### src/rtl/block_data_memory.sv
// ---------------------------------------------------------------------------
// block_data_memory
//   Block-granular main data memory behind the data cache controller. Holds
//   2^ADDR_WIDTH blocks of DATA_WIDTH bits, one cache line each. Every request
//   occupies the memory for LATENCY ACCESS cycles, then one DONE cycle in
//   which busywait is low and readdata is valid. With CLEAR_ON_RESET set, a
//   zero-fill sweep runs after reset before any request is accepted.
//
// Ports
//   clock      rising-edge clock
//   reset      synchronous, active-high reset
//   read       block read request (level, held until busywait low)
//   write      block write request (level, held until busywait low)
//   address    block address {tag, index}
//   writedata  block to write
//   readdata   registered read result; changes only on a completing read or reset
//   busywait   high while a request is pending or the init sweep runs
// ---------------------------------------------------------------------------
module block_data_memory #(
  parameter int LATENCY        = 4,
  parameter int ADDR_WIDTH     = 6,
  parameter int DATA_WIDTH     = 32,
  parameter int CLEAR_ON_RESET = 1
) (
  input  logic                  clock,
  input  logic                  reset,
  input  logic                  read,
  input  logic                  write,
  input  logic [ADDR_WIDTH-1:0] address,
  input  logic [DATA_WIDTH-1:0] writedata,
  output logic [DATA_WIDTH-1:0] readdata,
  output logic                  busywait
);

  localparam int LAT_W = (LATENCY > 1) ? $clog2(LATENCY) : 1;

  typedef enum logic [1:0] {INIT, IDLE, ACCESS, DONE} state_t;

  state_t                  state;
  logic [ADDR_WIDTH-1:0]   sweep_ptr;
  logic [LAT_W-1:0]        lat_cnt;
  logic [ADDR_WIDTH-1:0]   addr_q;
  logic [DATA_WIDTH-1:0]   wdata_q;
  logic                    op_write;
  logic                    last_access;

  logic [DATA_WIDTH-1:0]   mem [2**ADDR_WIDTH];
  logic                    mem_we;
  logic [ADDR_WIDTH-1:0]   mem_waddr;
  logic [DATA_WIDTH-1:0]   mem_wdata;

  assign last_access = (state == ACCESS) && (lat_cnt == LAT_W'(LATENCY - 1));

  // Control state machine. Only the latched request registers feed the
  // array once ACCESS is entered; the live inputs are ignored until IDLE.
  always_ff @(posedge clock) begin
    if (reset) begin
      state     <= (CLEAR_ON_RESET != 0) ? INIT : IDLE;
      sweep_ptr <= '0;
      lat_cnt   <= '0;
      readdata  <= '0;
      addr_q    <= '0;
      wdata_q   <= '0;
      op_write  <= 1'b0;
    end else begin
      case (state)
        INIT: begin
          sweep_ptr <= sweep_ptr + 1'b1;
          if (sweep_ptr == '1) state <= IDLE;
        end
        IDLE: begin
          if (read || write) begin
            addr_q   <= address;
            wdata_q  <= writedata;
            // Simultaneous read and write is taken as a write.
            op_write <= write;
            lat_cnt  <= '0;
            state    <= ACCESS;
          end
        end
        ACCESS: begin
          lat_cnt <= lat_cnt + 1'b1;
          if (last_access) begin
            if (!op_write) readdata <= mem[addr_q];
            state <= DONE;
          end
        end
        DONE: state <= IDLE;
        default: state <= IDLE;
      endcase
    end
  end

  // Single array write port shared by the zero-fill sweep and the commit of
  // a write request; reset suppresses both so an in-flight write is dropped.
  always_comb begin
    mem_we    = 1'b0;
    mem_waddr = addr_q;
    mem_wdata = wdata_q;
    if (!reset) begin
      if (state == INIT) begin
        mem_we    = 1'b1;
        mem_waddr = sweep_ptr;
        mem_wdata = '0;
      end else if (last_access && op_write) begin
        mem_we = 1'b1;
      end
    end
  end

  always_ff @(posedge clock) begin
    if (mem_we) mem[mem_waddr] <= mem_wdata;
  end

  // In IDLE busywait follows the request inputs directly so the requester
  // stalls in the very cycle it raises read or write.
  always_comb begin
    busywait = 1'b0;
    if (reset) begin
      busywait = (CLEAR_ON_RESET != 0);
    end else begin
      case (state)
        INIT:    busywait = 1'b1;
        IDLE:    busywait = read | write;
        ACCESS:  busywait = 1'b1;
        DONE:    busywait = 1'b0;
        default: busywait = 1'b0;
      endcase
    end
  end

endmodule

### config.mk
export PLATFORM = sky130hd
export DESIGN_NAME = block_data_memory
export DESIGN_NICKNAME = d
export VERILOG_FILES = /design/src/rtl/block_data_memory.sv
export SDC_FILE = /design/constraint.sdc
export NUM_CORES = 2
export LEC_CHECK = 0
export ABC_AREA = 1
export CAP_MARGIN = 20
export CORE_MARGIN = 4
export CORE_UTILIZATION = 50
export DETAILED_ROUTE_END_ITERATION = 6
export PLACE_DENSITY = 0.73
export SLEW_MARGIN = 20
export SYNTH_ARGS = -nofsm -noshare
export SYNTH_HDL_FRONTEND = slang
export SYNTH_SLANG_ARGS = --single-unit
export TNS_END_PERCENT = 10
### constraint.sdc
create_clock -name clock -period 5.8 [get_ports clock]
set_input_delay 0.58 -clock clock [delete_from_list [all_inputs] [get_ports clock]]
set_output_delay 0.58 -clock clock [all_outputs]
set_load 0.01 [all_outputs]
; Word-level counts from Yosys, hierarchy flattened
; Memories as Yosys holds them, arrays and structs flattened. A register that Yosys moved wholly into a read port is not among the register bits.
; Index checks and enable logic that the tools add are counted.
[word_totals]
ff_bits = 49
mem_bits_rw = 2048
input_bits = 42
output_inout_bits = 33
wordCells = 46
memories = 1
[op_classes]
addsub = 2
eq_ne = 8
mux = 17
bitwise = 2
n_reduce_logical = 10
[memory_table]
columns = name, words, width, read_ports, rd_clocked_by_memory_dff, wr, line_no
row1 = mem, 64, 32, 1, 1, 1, 47  ; logic [DATA_WIDTH-1:0] mem [2**ADDR_WIDTH];
[ops]
columns = op, n
row1 = 32-bit 2-to-1 mux, 2
row2 = 6-bit 2-to-1 mux, 2
row3 = 2-bit 2-to-1 mux, 4
row4 = 2-bit one-hot mux with 4 select lines, 1
row5 = 6-bit by 1-bit adder with 6-bit output (second input constant), 1
row6 = 2-bit == test (second input constant), 3
row7 = 6-bit == test (second input constant), 1
row8 = 1-bit 2-to-1 mux, 6
row9 = 2-bit inequality test (second input constant), 3
row10 = 3-bit AND reduction, 2
row11 = 2-bit one-hot mux with 2 select lines, 1
row12 = 2-bit AND reduction, 2
row13 = 1-bit one-hot mux with 3 select lines, 1
row14 = 2-bit by 1-bit adder with 2-bit output (second input constant), 1
row15 = 2-bit by 1-bit == test with 1-bit output (second input constant), 1
row16 = 1-bit logical AND, 2
row17 = 2-bit zero test, 1
row18 = 2-bit nonzero test, 1
row19 = 2-bit OR reduction, 1
row20 = 1-bit logical OR, 1
row21 = 1-bit NOT, 1
row22 = 1-bit OR, 1

; Longest topological paths before layout
[logic_depth]
word_depth = 8
mapped_depth = 15
depth_no_buf = 11

; Worst setup path before layout
; OpenSTA, ideal clock, no wires.
[synth_timing]
path_type = register to register
startpoint = register state[0]
endpoint = memory mem[36][0], enable pin
setup_time_ns = 0.502
arrival_ns = 4.614
t_required_ns = 5.298
setup_slack_ns = 0.684
stages_incl_launch_ff = 12
n_path_buf = 1
synth_period_minus_slack_ns = 5.116
cell_sequence = dfxtp_1 > inv_1 > ha_1 > inv_2 > nor2_4 > inv_2 > buf_6 > o21ai_2 > inv_2 > nor2_4 > nand3_4 > nor4_1
[synth_via]
elab_chain_cells = 8
word_cells_on_any_way = 11
classes_between = eq/ne: 1 / mux: 7 / reduce/logical: 3
[synth_lines]
columns = element, line_no
row1 = start: declaration, 39  ; state_t state;
row2 = start signal: assignment, 58  ; state <= (CLEAR_ON_RESET != 0) ? INIT : IDLE;
row3 = 2-bit == test, 52  ; assign last_access = (state == ACCESS) && (lat_cnt == LAT_W'(LATENCY - 1));
row4 = 1-bit logical AND, 52
row5 = 1-bit logical AND, 105  ; end else if (last_access && op_write) begin
row6 = 1-bit 2-to-1 mux, 105
row7 = 1-bit 2-to-1 mux, 101  ; if (state == INIT) begin
row8 = 1-bit 2-to-1 mux, 100  ; if (!reset) begin
row9 = 1-bit 2-to-1 mux, 112  ; if (mem_we) mem[mem_waddr] <= mem_wdata;
row10 = 1-bit 2-to-1 mux (implied by the code), 112
row11 = end: declaration, 47
; Parallel ways exist; a longest one is shown, timed or not.

; Worst setup path in the final report
[layout_timing]
startpoint = register addr_q[1]
endpoint = memory mem[63][2], enable pin
[layout_via]
elab_chain_cells = 2
[layout_lines]
columns = element, line_no
row1 = start: declaration, 42  ; logic [ADDR_WIDTH-1:0] addr_q;
row2 = start signal: assignment, 73  ; addr_q <= address;
row3 = 6-bit 2-to-1 mux, 101
row4 = 6-bit 2-to-1 mux (*), 100
; Mark *: on every way between the ends. The rest lies on a longest branch, timed or not.

==> summary.md <==
The flow ran to the end, but the final reports show violations. The final reports fail on design-rule violations. The post-placement cell area came out at 0.0888 mm2. The worst setup path is launched from a flop. The count of final hold-check violations is 0, and the core utilization of the finished layout is 0.560.

The setup slack of the worst register-to-register path was 1800 ps; the total instance count after detailed placement was 9138. The maximum number of buffers from clock root to sink was 3; the part of the cycle the worst path needs was 0.689. The die is 421 um wide.

The distinct cell type count of the synthesized netlist is 31, and the via total after detailed routing is 57230. Dividing total power by cell area gives a power density of 435 mW/mm2. The path with the worst hold slack has its endpoint at addr_q[0].

The Yosys step of the flow raised 0 warnings. The synthesized-area fraction occupied by adder cells was 0.000879. The share of async-settable or async-resettable flops after synthesis is 0. The clock latency of the later-clocked register in the worst-skew pair is 850 ps. In this run, synthesis produced a sequential element count of 2129. The tools report the worst max-slew margin expressed relative to the limit as 0.216. The number of nets in the synthesized netlist is 7229.

The net count of the finished layout is 7172. The final layout contains routed wiring with a total length of 234000 um. The number of antenna violations at the first check in global routing was 6; the number of cell rows was 151.

Setup repair after global routing left no endpoint under its margin. Counting every instance in the synthesized netlist gives 7181. The run gives 346000 um as the wire length of the first global-routing pass. The clock transition at the register clock pins on the worst setup and hold paths after CTS is 60 ps, and the clock sink total is 2129.

Largest family of logic cells by synthesized area: simple AND/OR/NAND/NOR gates. The tools report the overall fraction of global-route tracks in use as 0.258. The path depth of the worst reg2reg path is 7, and the count of antenna-violating nets left after detailed routing is 0. The logs give 123000 um for the final HPWL from detailed placement and 198 for the number of CTS-inserted buffers. The synthesized cell area is 0.0854 mm2, and the layout overhead on the synthesized area is 11.3%. The area share of and/or/nand/nor cells after synthesis came out at 0.225. The post-synthesis compound-gate area fraction works out to 0.00520.

For the pin with the worst max-slew slack, the measured transition is 1180 ps. The routed design could run at a clock period as short as 4000 ps. The fraction of synthesized cell area taken by the top area cell type was 0.720. The final weighted congestion in routability-driven placement was 0.891.

The tools report the CTS root buffer as sky130_fd_sc_hd__clkbuf_16. The leading cell type in the layout, fill and taps excluded was sky130_fd_sc_hd__nand2_1. The xor/xnor share of the synthesized area is 0, and the share of synthesized area occupied by flip-flops and latches is 0.739. Endpoint of the lowest-slack register-to-register path: mem[63][2]. The die covers 0.177 mm2. STA puts the critical path data arrival time at 4530 ps. Derived from the worst setup path, the maximum achievable clock frequency is 0.250 GHz. TritonCTS built the clock tree.

Once the clock tree was built, the resizer swapped 0 gates to a different size. The tightest min-delay check is of the input pin to flop type. The number of setup violations in the final report came out at 0. In the synthesized netlist the dominant register cell turns out to be sky130_fd_sc_hd__edfxtp_1.

Leaving out fill and tap cells, the most frequent cells in the layout are 2232 x sky130_fd_sc_hd__nand2_1, 2048 x sky130_fd_sc_hd__edfxtp_1, 1955 x sky130_fd_sc_hd__nand3_1. Leaving out filler cells and counting taps, the final layout contains 9513. The critical path's slowest cell was sky130_fd_sc_hd__nor2_4.

The run gives 54428 as the via count of the first global-routing pass. The effective utilization at floorplan is 0.503, and the critical path's largest stage delay is 970 ps. The tools report the worst hold path startpoint as address[0]. The total count of max-transition violations in the final report was 0.

The depth of the worst hold-timing path is 3. Hold repair after CTS inserted 0 buffers. The number of DRC markers in iteration 0 came out at 8461. The number of H-tree levels is 4, and the overall die height is 421 um. The count of buffers added on input and output ports is 74.

The tools report the final design instance area without fill as 0.0951 mm2. For the number of post-CTS setup repair buffers, the log shows 0. The multiplexer fraction of the synthesized cell area is 0.

After synthesis, the cell types taking the most area are sky130_fd_sc_hd__edfxtp_1 72%, sky130_fd_sc_hd__nand3_1 11%, sky130_fd_sc_hd__nand2_1 9.8%. Global routing finished with a remaining overflow of 0. The endpoint class of the critical path was a flop. The setup total negative slack was 0 ps; the count of unresolved DRC violations after routing was 2.

The tools report the number of filler instances in the final layout as 13237. The worst clock skew is 32.1 ps. Using the TritonRoute via totals, the vias-per-cell ratio works out to 6.02. For this design the top-level I/O count stands at 75.

The start of the worst register-to-register path was addr_q[1]. The data required time of the critical path was 6330 ps; the maximum fanout along the worst path was 83. The signal on the critical path passes through inv_8 -> nand2_1 -> o21ai_2 -> inv_2 -> nand4_2 -> nor2_4 -> buf_4. The synthesized design contains 2048 enable-type register cells.

For this design the static power due to leakage is 33.3 nW. The average instance in the mapped netlist occupies 11.9 um2. The length of the first detailed-routing pass in iterations came out at 7. IR analysis of the VDD net gives a maximum drop of 328 uV. The largest net degree at the start of global routing was 224.

The post-detailed-route wirelength per cell was 24.6 um. The critical path class was flop to flop. For the number of violations of the max-capacitance limit, the log shows 0. The synthesized design spends more area on one cell type than any other, namely sky130_fd_sc_hd__edfxtp_1. The core region is 0.170 mm2.

Fraction of layout instances using a drive strength above 1: 0.0751.
==> cells by family (layout without fill, tap and decap cells) <==
kind of cell | after synthesis | count (layout)
AOI/OAI and AO/OA | 59 | 59
adders and majority gates | 6 | 6
other | 0 | 2
and+or+nand+nor | 4425 | 4425
buffers and inverters | 562 | 674
DFF | 2129 | 2129
==> critical path: cells and delay by family, from the launching register on <==
kind | cells | cell delay [ps]
AND/OR/NAND/NOR | 3 | 1770
buffers and inverters | 3 | 940
flip-flops | 1 | 780
AO/OA/AOI/OAI | 1 | 110
==> power by group <==
| group | internal [mW] | switching, mW |
|---|---|---|
| clock | 6.79 | 5.57 |
| sequential | 18.2 | 0.245 |
| combinational | 2.47 | 8.07 |
| total | 27.4 | 13.9 |
==> cells in the mapped netlist, types with 3 or more instances <==
cell type / number
sky130_fd_sc_hd__nand2_1: 2232
sky130_fd_sc_hd__edfxtp_1: 2048
sky130_fd_sc_hd__nand3_1: 1955
sky130_fd_sc_hd__buf_2: 269
sky130_fd_sc_hd__nor2_1: 208
sky130_fd_sc_hd__clkbuf_1: 114
sky130_fd_sc_hd__dfxtp_1: 81
sky130_fd_sc_hd__inv_1: 77
sky130_fd_sc_hd__buf_1: 61
sky130_fd_sc_hd__a211oi_1: 40
sky130_fd_sc_hd__buf_4: 28
sky130_fd_sc_hd__a21oi_1: 8
sky130_fd_sc_hd__inv_2: 8
sky130_fd_sc_hd__nand3_2: 7
sky130_fd_sc_hd__ha_1: 6
sky130_fd_sc_hd__nor3_1: 6
sky130_fd_sc_hd__nor4_1: 5
sky130_fd_sc_hd__o21ai_0: 4
sky130_fd_sc_hd__nor3b_1: 3
sky130_fd_sc_hd__o21ai_2: 3
sky130_fd_sc_hd__o21ai_4: 3
==> area by class of cell <==
| cell class | instances | area (um2) | share of cell area |
|---|---|---|---|
| Antenna cell | 2 | 5.00 | 0.0000526 |
| Timing Repair Buffer | 216 | 2210 | 0.0232 |
| Multi-Input combinational cell | 4490 | 20400 | 0.215 |
| Clock buffer | 263 | 5330 | 0.0561 |
| Tap cell | 2218 | 2780 | 0.0292 |
| Sequential cell | 2129 | 63100 | 0.664 |
| Clock inverter | 106 | 822 | 0.00865 |
| Inverter | 89 | 373 | 0.00392 |
==> through the flow <==
stage,setup WS (ps),power [mW],hold slack [ps]
after global routing,1670,42.9,322
final,1800,41.3,327
after global placement,1730,28.8,458
after floorplan,684,25.2,440
after detailed placement,1700,29.0,488
after CTS,1910,41.2,285
==> how the worst max path moves through the flow <==
stage	from	to	cells past startpoint
after floorplan	state[0]	mem[36][0]	11
after global placement	reset	mem[8][8]	10
after detailed placement	reset	mem[9][22]	10
after CTS	addr_q[1]	mem[9][20]	8
after global routing	state[0]	mem[9][20]	12
final	addr_q[1]	mem[63][2]	7
==> flip-flops by register name, summed over array words and instances, names as in the netlist <==
| register | cells |
|---|---|
| mem | 2048 |
| sweep_ptr | 6 |
| lat_cnt | 2 |
| op_write | 1 |
| addr_q | 6 |
| readdata | 32 |
| state | 2 |
| wdata_q | 32 |
==> layer usage <==
metal / up-vias / routed length [um] / track usage
met2: 3784 / 109000 / 0.405
met3: 538 / 27100 / 0.0468
met5: - / 13 / 0
li1: 25305 / - / -
met1: 27601 / 85600 / 0.350
met4: 2 / 12600 / 0.126
No activity file was read; power rests on OpenSTA's default activity.
